### config.mk
export PLATFORM = sky130hd
export DESIGN_NAME = coso_link_receiver
export DESIGN_NICKNAME = d
export VERILOG_FILES = /design/src/rtl/coso_link_receiver.sv
export SDC_FILE = /design/constraint.sdc
export NUM_CORES = 1
export LEC_CHECK = 0
export CAP_MARGIN = 0
export CORE_UTILIZATION = 25
export CTS_CLUSTER_SIZE = 30
export DETAILED_ROUTE_END_ITERATION = 7
export PLACE_DENSITY = 0.47
export RECOVER_POWER = 25
export SYNTH_ARGS = -nofsm -noshare
export SYNTH_HDL_FRONTEND = slang
export SYNTH_SLANG_ARGS = --single-unit
### constraint.sdc
create_clock -name clk -period 3.7 [get_ports clk]
set_input_delay 0.555 -clock clk [delete_from_list [all_inputs] [get_ports clk]]
set_output_delay 0.555 -clock clk [all_outputs]
set_load 0.005 [all_outputs]
### src/rtl/coso_link_receiver.sv
// COSO TRNG link receiver: oversamples the forwarded data clock, data and sync
// lines on clk, recovers bytes and sync-aligned 32-bit words, flags framing errors.
module coso_link_receiver #(
    parameter int unsigned TIMEOUT = 64,
    parameter int unsigned ERR_W   = 8
) (
    input  logic             clk,
    input  logic             rst,
    input  logic             data_clk_in,
    input  logic             data_in,
    input  logic             sync_in,
    output logic [7:0]       rx_byte,
    output logic             rx_valid,
    output logic [31:0]      rx_word,
    output logic             word_valid,
    output logic             locked,
    output logic             sync_err,
    output logic             timeout_err,
    output logic [ERR_W-1:0] err_count
);

    localparam int unsigned IW = $clog2(TIMEOUT + 1);

    typedef enum logic {
        IDLE,
        SHIFT
    } state_t;

    state_t state_q, state_d;

    logic dclk_meta_q, dclk_sync_q, dclk_dly_q;
    logic data_meta_q, data_sync_q;
    logic mark_meta_q, mark_sync_q;
    logic fall_q, bit_q, mark_q;

    logic [6:0]       shreg_q, shreg_d;
    logic [2:0]       bit_cnt_q, bit_cnt_d;
    logic [1:0]       idx_q, idx_d;
    logic [IW-1:0]    idle_q, idle_d;
    logic [23:0]      word_q, word_d;
    logic             locked_q, locked_d;
    logic [7:0]       rx_byte_q, rx_byte_d;
    logic             rx_valid_q, rx_valid_d;
    logic [31:0]      rx_word_q, rx_word_d;
    logic             word_valid_q, word_valid_d;
    logic             sync_err_q, sync_err_d;
    logic             timeout_err_q, timeout_err_d;
    logic [ERR_W-1:0] err_count_q, err_count_d;
    logic [7:0]       new_byte;

    // Two-flop synchronizers, then one stage that registers the detected
    // falling edge together with the mid-bit data/sync samples.
    always_ff @(posedge clk) begin
        if (rst) begin
            dclk_meta_q <= 1'b0;
            dclk_sync_q <= 1'b0;
            dclk_dly_q  <= 1'b0;
            data_meta_q <= 1'b0;
            data_sync_q <= 1'b0;
            mark_meta_q <= 1'b0;
            mark_sync_q <= 1'b0;
            fall_q      <= 1'b0;
            bit_q       <= 1'b0;
            mark_q      <= 1'b0;
        end else begin
            dclk_meta_q <= data_clk_in;
            dclk_sync_q <= dclk_meta_q;
            dclk_dly_q  <= dclk_sync_q;
            data_meta_q <= data_in;
            data_sync_q <= data_meta_q;
            mark_meta_q <= sync_in;
            mark_sync_q <= mark_meta_q;
            fall_q      <= dclk_dly_q & ~dclk_sync_q;
            bit_q       <= data_sync_q;
            mark_q      <= mark_sync_q;
        end
    end

    always_ff @(posedge clk) begin
        if (rst) begin
            state_q       <= IDLE;
            shreg_q       <= '0;
            bit_cnt_q     <= '0;
            idx_q         <= '0;
            idle_q        <= '0;
            word_q        <= '0;
            locked_q      <= 1'b0;
            rx_byte_q     <= '0;
            rx_valid_q    <= 1'b0;
            rx_word_q     <= '0;
            word_valid_q  <= 1'b0;
            sync_err_q    <= 1'b0;
            timeout_err_q <= 1'b0;
            err_count_q   <= '0;
        end else begin
            state_q       <= state_d;
            shreg_q       <= shreg_d;
            bit_cnt_q     <= bit_cnt_d;
            idx_q         <= idx_d;
            idle_q        <= idle_d;
            word_q        <= word_d;
            locked_q      <= locked_d;
            rx_byte_q     <= rx_byte_d;
            rx_valid_q    <= rx_valid_d;
            rx_word_q     <= rx_word_d;
            word_valid_q  <= word_valid_d;
            sync_err_q    <= sync_err_d;
            timeout_err_q <= timeout_err_d;
            err_count_q   <= err_count_d;
        end
    end

    assign new_byte = {shreg_q, bit_q};

    always_comb begin
        state_d       = state_q;
        shreg_d       = shreg_q;
        bit_cnt_d     = bit_cnt_q;
        idx_d         = idx_q;
        idle_d        = idle_q;
        word_d        = word_q;
        locked_d      = locked_q;
        rx_byte_d     = rx_byte_q;
        rx_word_d     = rx_word_q;
        rx_valid_d    = 1'b0;
        word_valid_d  = 1'b0;
        sync_err_d    = 1'b0;
        timeout_err_d = 1'b0;

        if (fall_q) begin
            idle_d = '0;
            if (state_q == SHIFT && bit_cnt_q == 3'd7) begin
                state_d    = IDLE;
                bit_cnt_d  = '0;
                shreg_d    = '0;
                rx_byte_d  = new_byte;
                rx_valid_d = 1'b1;
                // Slot 3 is never stored: it goes straight into rx_word.
                case (idx_q)
                    2'd0:    word_d[23:16] = new_byte;
                    2'd1:    word_d[15:8]  = new_byte;
                    2'd2:    word_d[7:0]   = new_byte;
                    default: word_d        = word_q;
                endcase
                if (mark_q) begin
                    if (idx_q == 2'd3) begin
                        if (locked_q) begin
                            word_valid_d = 1'b1;
                            rx_word_d    = {word_q, new_byte};
                        end
                    end else begin
                        sync_err_d = 1'b1;
                        word_d     = '0;
                    end
                    idx_d    = '0;
                    locked_d = 1'b1;
                end else if (idx_q == 2'd3) begin
                    sync_err_d = locked_q;
                    locked_d   = 1'b0;
                    idx_d      = '0;
                end else begin
                    idx_d = idx_q + 2'd1;
                end
            end else if (mark_q) begin
                sync_err_d = 1'b1;
                state_d    = IDLE;
                bit_cnt_d  = '0;
                shreg_d    = '0;
            end else begin
                state_d   = SHIFT;
                shreg_d   = new_byte[6:0];
                bit_cnt_d = bit_cnt_q + 3'd1;
            end
        end else if (state_q == SHIFT) begin
            if (idle_q == IW'(TIMEOUT - 1)) begin
                timeout_err_d = 1'b1;
                state_d       = IDLE;
                bit_cnt_d     = '0;
                shreg_d       = '0;
                idle_d        = '0;
            end else begin
                idle_d = idle_q + 1'b1;
            end
        end

        err_count_d = err_count_q;
        if ((sync_err_d || timeout_err_d) && err_count_q != '1) begin
            err_count_d = err_count_q + 1'b1;
        end
    end

    assign rx_byte     = rx_byte_q;
    assign rx_valid    = rx_valid_q;
    assign rx_word     = rx_word_q;
    assign word_valid  = word_valid_q;
    assign locked      = locked_q;
    assign sync_err    = sync_err_q;
    assign timeout_err = timeout_err_q;
    assign err_count   = err_count_q;

endmodule
==> results.md <==
| Item | This run |
| --- | --- |
| Critical Setup Path Class | reg -> reg |
| Final Max Tran Viols | 0 |
| CP bufs+invs | 1 |
| Peak per-stage delay on the critical path | 0.55 ns |
| Wire length of the first global-routing pass | 14390 µm |
| Proportion of layout cells with a drive suffix above 1 | 4.902% |
| Final-layout setup total negative slack | 0 ns |
| FP Rows | 45 |
| Crit-path max FO | 32 |
| Initial antenna violation count | 0 |
| Dpl cell area | 0.004622 mm² |
| Synth Warn # | 0 |
| Clock input transition at the sequential cells of the worst setup and hold paths | 0.07 ns |
| Vias | 3095 |
| TritonCTS clock tree | built |
| RePlAce Congestion | 0.7267 |
| Max Clock Freq | 440.7 MHz |
| Worst min-delay path category | reg -> reg |
| Largest clock skew in the final design | 0.007802 ns |
| Final period utilization | 61.32% |
| Final critical delay including setup and external delays | 2.269 ns |
| Critical path launch point type | flip-flop |
| Global routing met1 resource utilization | 14.29% |
| Routed WL | 8885 µm |
| Share of Yosys cell area claimed by the top area cell type | 54.87% |
| Worst endpoint required time | 3.95 ns |
| Worst skew pair latency | 0.34 ns |
| Power density over cell area | 449.3 mW/mm² |
| Worst path arrival time | 2.52 ns |
| Total track usage | 11.44% |
| Via count of the first global-routing pass | 2848 |
| Clock tree sinks | 107 |
| Post-synth design cell area | 0.003904 mm² |
| Count of antenna-violating nets left after detailed routing | 0 |
| Unrepaired setup endpoints after global routing | no |
| DIE AREA | 0.01612 mm² |
| Post-synthesis sequential area ratio | 54.87% |
| Effective utilization at floorplan | 25.68% |
| Post-synth top area cell | sky130_fd_sc_hd__dfxtp_1 |
| Max_cap viols | 0 |
| Overall die width | 127.0 µm |
| Routing usage on met3 | 3.458% |
| Area of the multi-input gates | 0.001634 mm² |
| Post-route cell area | 0.004946 mm² |
| Cell family with the largest share of critical-path delay | simple AND/OR/NAND/NOR gates |
| Gate count after technology mapping | 459 |
| Leakage dissipation | 1.689 nW |
| Detail-routed net length per standard cell | 12.73 µm |
| Cell-by-cell listing of the critical path | ha_1 > ha_1 > and3_1 > nand2_1 > nor2_2 > buf_4 > nand2_1 > a21oi_1 |
| Met2 Use GR | 18.68% |
| Transition time at the pin with the least slew margin | 1.359 ns |
| Outcome | completed |
| Overall die height | 127.0 µm |
| Net Count, Synth | 472 |
| Count of endpoints failing setup in the final report | 0 |
| Bufs on Longest Clock Path | 2 |
| PostCTS Resize Cnt | 0 |
| Violation count after the first detailed-routing iteration | 113 |
| Total of hold buffers inserted after clock tree synthesis | 0 |
| Remaining Overflow, GRT | 0 |
| Largest net degree at the start of global routing | 69 |
| Synthesis-to-finish area growth | 26.70% |
| DPL Wire Length | 5820 µm |
| Total count of hold-check failures in the final report | 0 |
| Worst-path cell with the longest stage delay | sky130_fd_sc_hd__and3_1 |
| Ports | 58 |
| Peak-usage layer in the global routing report | met2 |
| Placeable core region | 0.01520 mm² |
| Synth Area per Inst | 8.505 µm² |
| Number of vias per cell | 4.434 |
| Area contributors post-synth | sky130_fd_sc_hd__dfxtp_1, sky130_fd_sc_hd__nand2_1, sky130_fd_sc_hd__a21oi_1 |
| Post-synthesis register bit count | 107 |
| Quantity of I/O buffers inserted on ports | 57 |
| Critical path capture point type | flip-flop |
| Clock buffer count from CTS | 9 |
| Filler cell count in the final layout | 1628 |
| Net count, final | 518 |
| VDD IR max | 0.2837 mV |
| Post-route DRC violation count | 0 |
| # diodes | 0 |
| Flip-flop and latch area | 0.002142 mm² |
| Detailed Routing Iterations Pass 1 | 4 |
| Total number of H-tree levels | 3 |
| Max_slew headroom | 9.431% |
| Total setup buffers inserted after CTS | 0 |
| Distinct cell type count after synthesis | 38 |
| Buffer cell driving the clock tree root | sky130_fd_sc_hd__clkbuf_16 |
==> registers in the layout (all words and copies together), names as in the netlist, 2 cells and up <==
| signal | flops |
|---|---|
| rx_word | 32 |
| word_q | 24 |
| err_count | 8 |
| rx_byte | 8 |
| idle_q | 7 |
| shreg_q | 7 |
| bit_cnt_q | 3 |
| idx_q | 2 |
==> logic make-up (layout without fill, tap and decap cells) <==
group	after synthesis	count (layout)	share of synthesized area, %
simple gates	209	209	23.56
buf+inv	30	81	3.333
xor+xnor	3	3	0.6732
fa+ha+maj	8	8	2.564
mux	2	2	0.5128
flops	107	107	54.87
compound gates	100	100	14.49
==> placed cells by master, fill, tap and decap left out, drive strengths merged, types with 3 or more instances in the layout <==
cell type	synthesis	layout
nand2	142	142
dfxtp	107	107
a21oi	77	77
clkdlybuf4s50	0	41
dlygate4sd3	0	15
nor2	15	15
clkbuf	16	12
nand3	9	9
nor2b	9	9
a22o	9	9
ha	8	8
and2	5	5
o21ai	5	5
inv	4	5
and3	4	4
or3	4	4
buf	10	4
nand4	3	3
nand3b	3	3
nor3b	3	3
nor3	3	3
==> path summary, 6_finish.rpt <==
| check | startpoint | to | slack, ns | cells past startpoint |
|---|---|---|---|---|
| min reg2reg | dclk_sync_q | fall_q | 0.41 | 1 |
| min | dclk_sync_q | fall_q | 0.41 | 1 |
| max | bit_cnt_q[0] | rx_word[8] | 1.43 | 8 |
| max reg2reg | bit_cnt_q[0] | rx_word[8] | 1.43 | 8 |
==> metrics by stage <==
step,setup slack [ns],hold slack [ns],utilization [%],total power [W],cells
CTS,1.448,0.4156,32.55,0.002262,698
finish,1.431,0.4144,32.54,0.002222,698
global route,1.179,0.4454,32.54,0.002311,698
global placement,1.579,0.3964,30.40,0.001217,682
detailed placement,1.469,0.4035,30.40,0.001218,682
floorplan,1.960,0.3885,-,0.001207,459
==> power by group <==
group          switching [W]  leakage (nW)  internal [W]
Clock               0.000418         0.152      0.000614
Sequential        0.00000374         0.863       0.00116
Combinational      0.0000214         0.674    0.00000945
Total               0.000443          1.69       0.00178
==> per-layer routing <==
layer | share of wire (%) | vias to the layer above
li1 | - | 1629
met1 | 49 | 1411
met2 | 47 | 51
met3 | 3.6 | 4
met4 | 0.64 | 0
met5 | 0 | -
==> layout make-up <==
class,instances,area share [%]
Inverter,4,0.3036
Tap cell,188,4.756
Clock inverter,5,1.695
Clock buffer,11,4.908
Sequential cell,107,43.31
Multi-Input combinational cell,322,33.04
Timing Repair Buffer,61,11.99
==> synthesized netlist by cell type <==
cell,instances
sky130_fd_sc_hd__nor3b_1,3
sky130_fd_sc_hd__o211a_1,1
sky130_fd_sc_hd__nand3_1,9
sky130_fd_sc_hd__and4b_1,2
sky130_fd_sc_hd__nand4b_1,1
sky130_fd_sc_hd__a21boi_0,1
sky130_fd_sc_hd__o22ai_2,1
sky130_fd_sc_hd__buf_2,8
sky130_fd_sc_hd__o21bai_1,1
sky130_fd_sc_hd__nor3_1,3
sky130_fd_sc_hd__o2bb2ai_1,1
sky130_fd_sc_hd__ha_1,8
sky130_fd_sc_hd__a22o_1,9
sky130_fd_sc_hd__or3_1,4
sky130_fd_sc_hd__nor2b_1,9
sky130_fd_sc_hd__dfxtp_1,107
sky130_fd_sc_hd__mux2i_1,2
sky130_fd_sc_hd__and3_1,4
sky130_fd_sc_hd__a31oi_1,1
sky130_fd_sc_hd__a31o_2,1
sky130_fd_sc_hd__nand4_1,3
sky130_fd_sc_hd__buf_1,1
sky130_fd_sc_hd__o21ai_0,5
sky130_fd_sc_hd__o31ai_1,2
sky130_fd_sc_hd__nor4_1,1
sky130_fd_sc_hd__xnor2_1,1
sky130_fd_sc_hd__nand2b_1,1
sky130_fd_sc_hd__nand2_1,142
sky130_fd_sc_hd__and2_1,5
sky130_fd_sc_hd__or2_2,2
sky130_fd_sc_hd__buf_6,1
sky130_fd_sc_hd__or4_1,2
sky130_fd_sc_hd__inv_1,4
sky130_fd_sc_hd__clkbuf_1,16
sky130_fd_sc_hd__nor2_1,15
sky130_fd_sc_hd__nand3b_1,3
sky130_fd_sc_hd__a21oi_1,77
sky130_fd_sc_hd__xor2_1,2
Power figures use the tool's default switching activity.
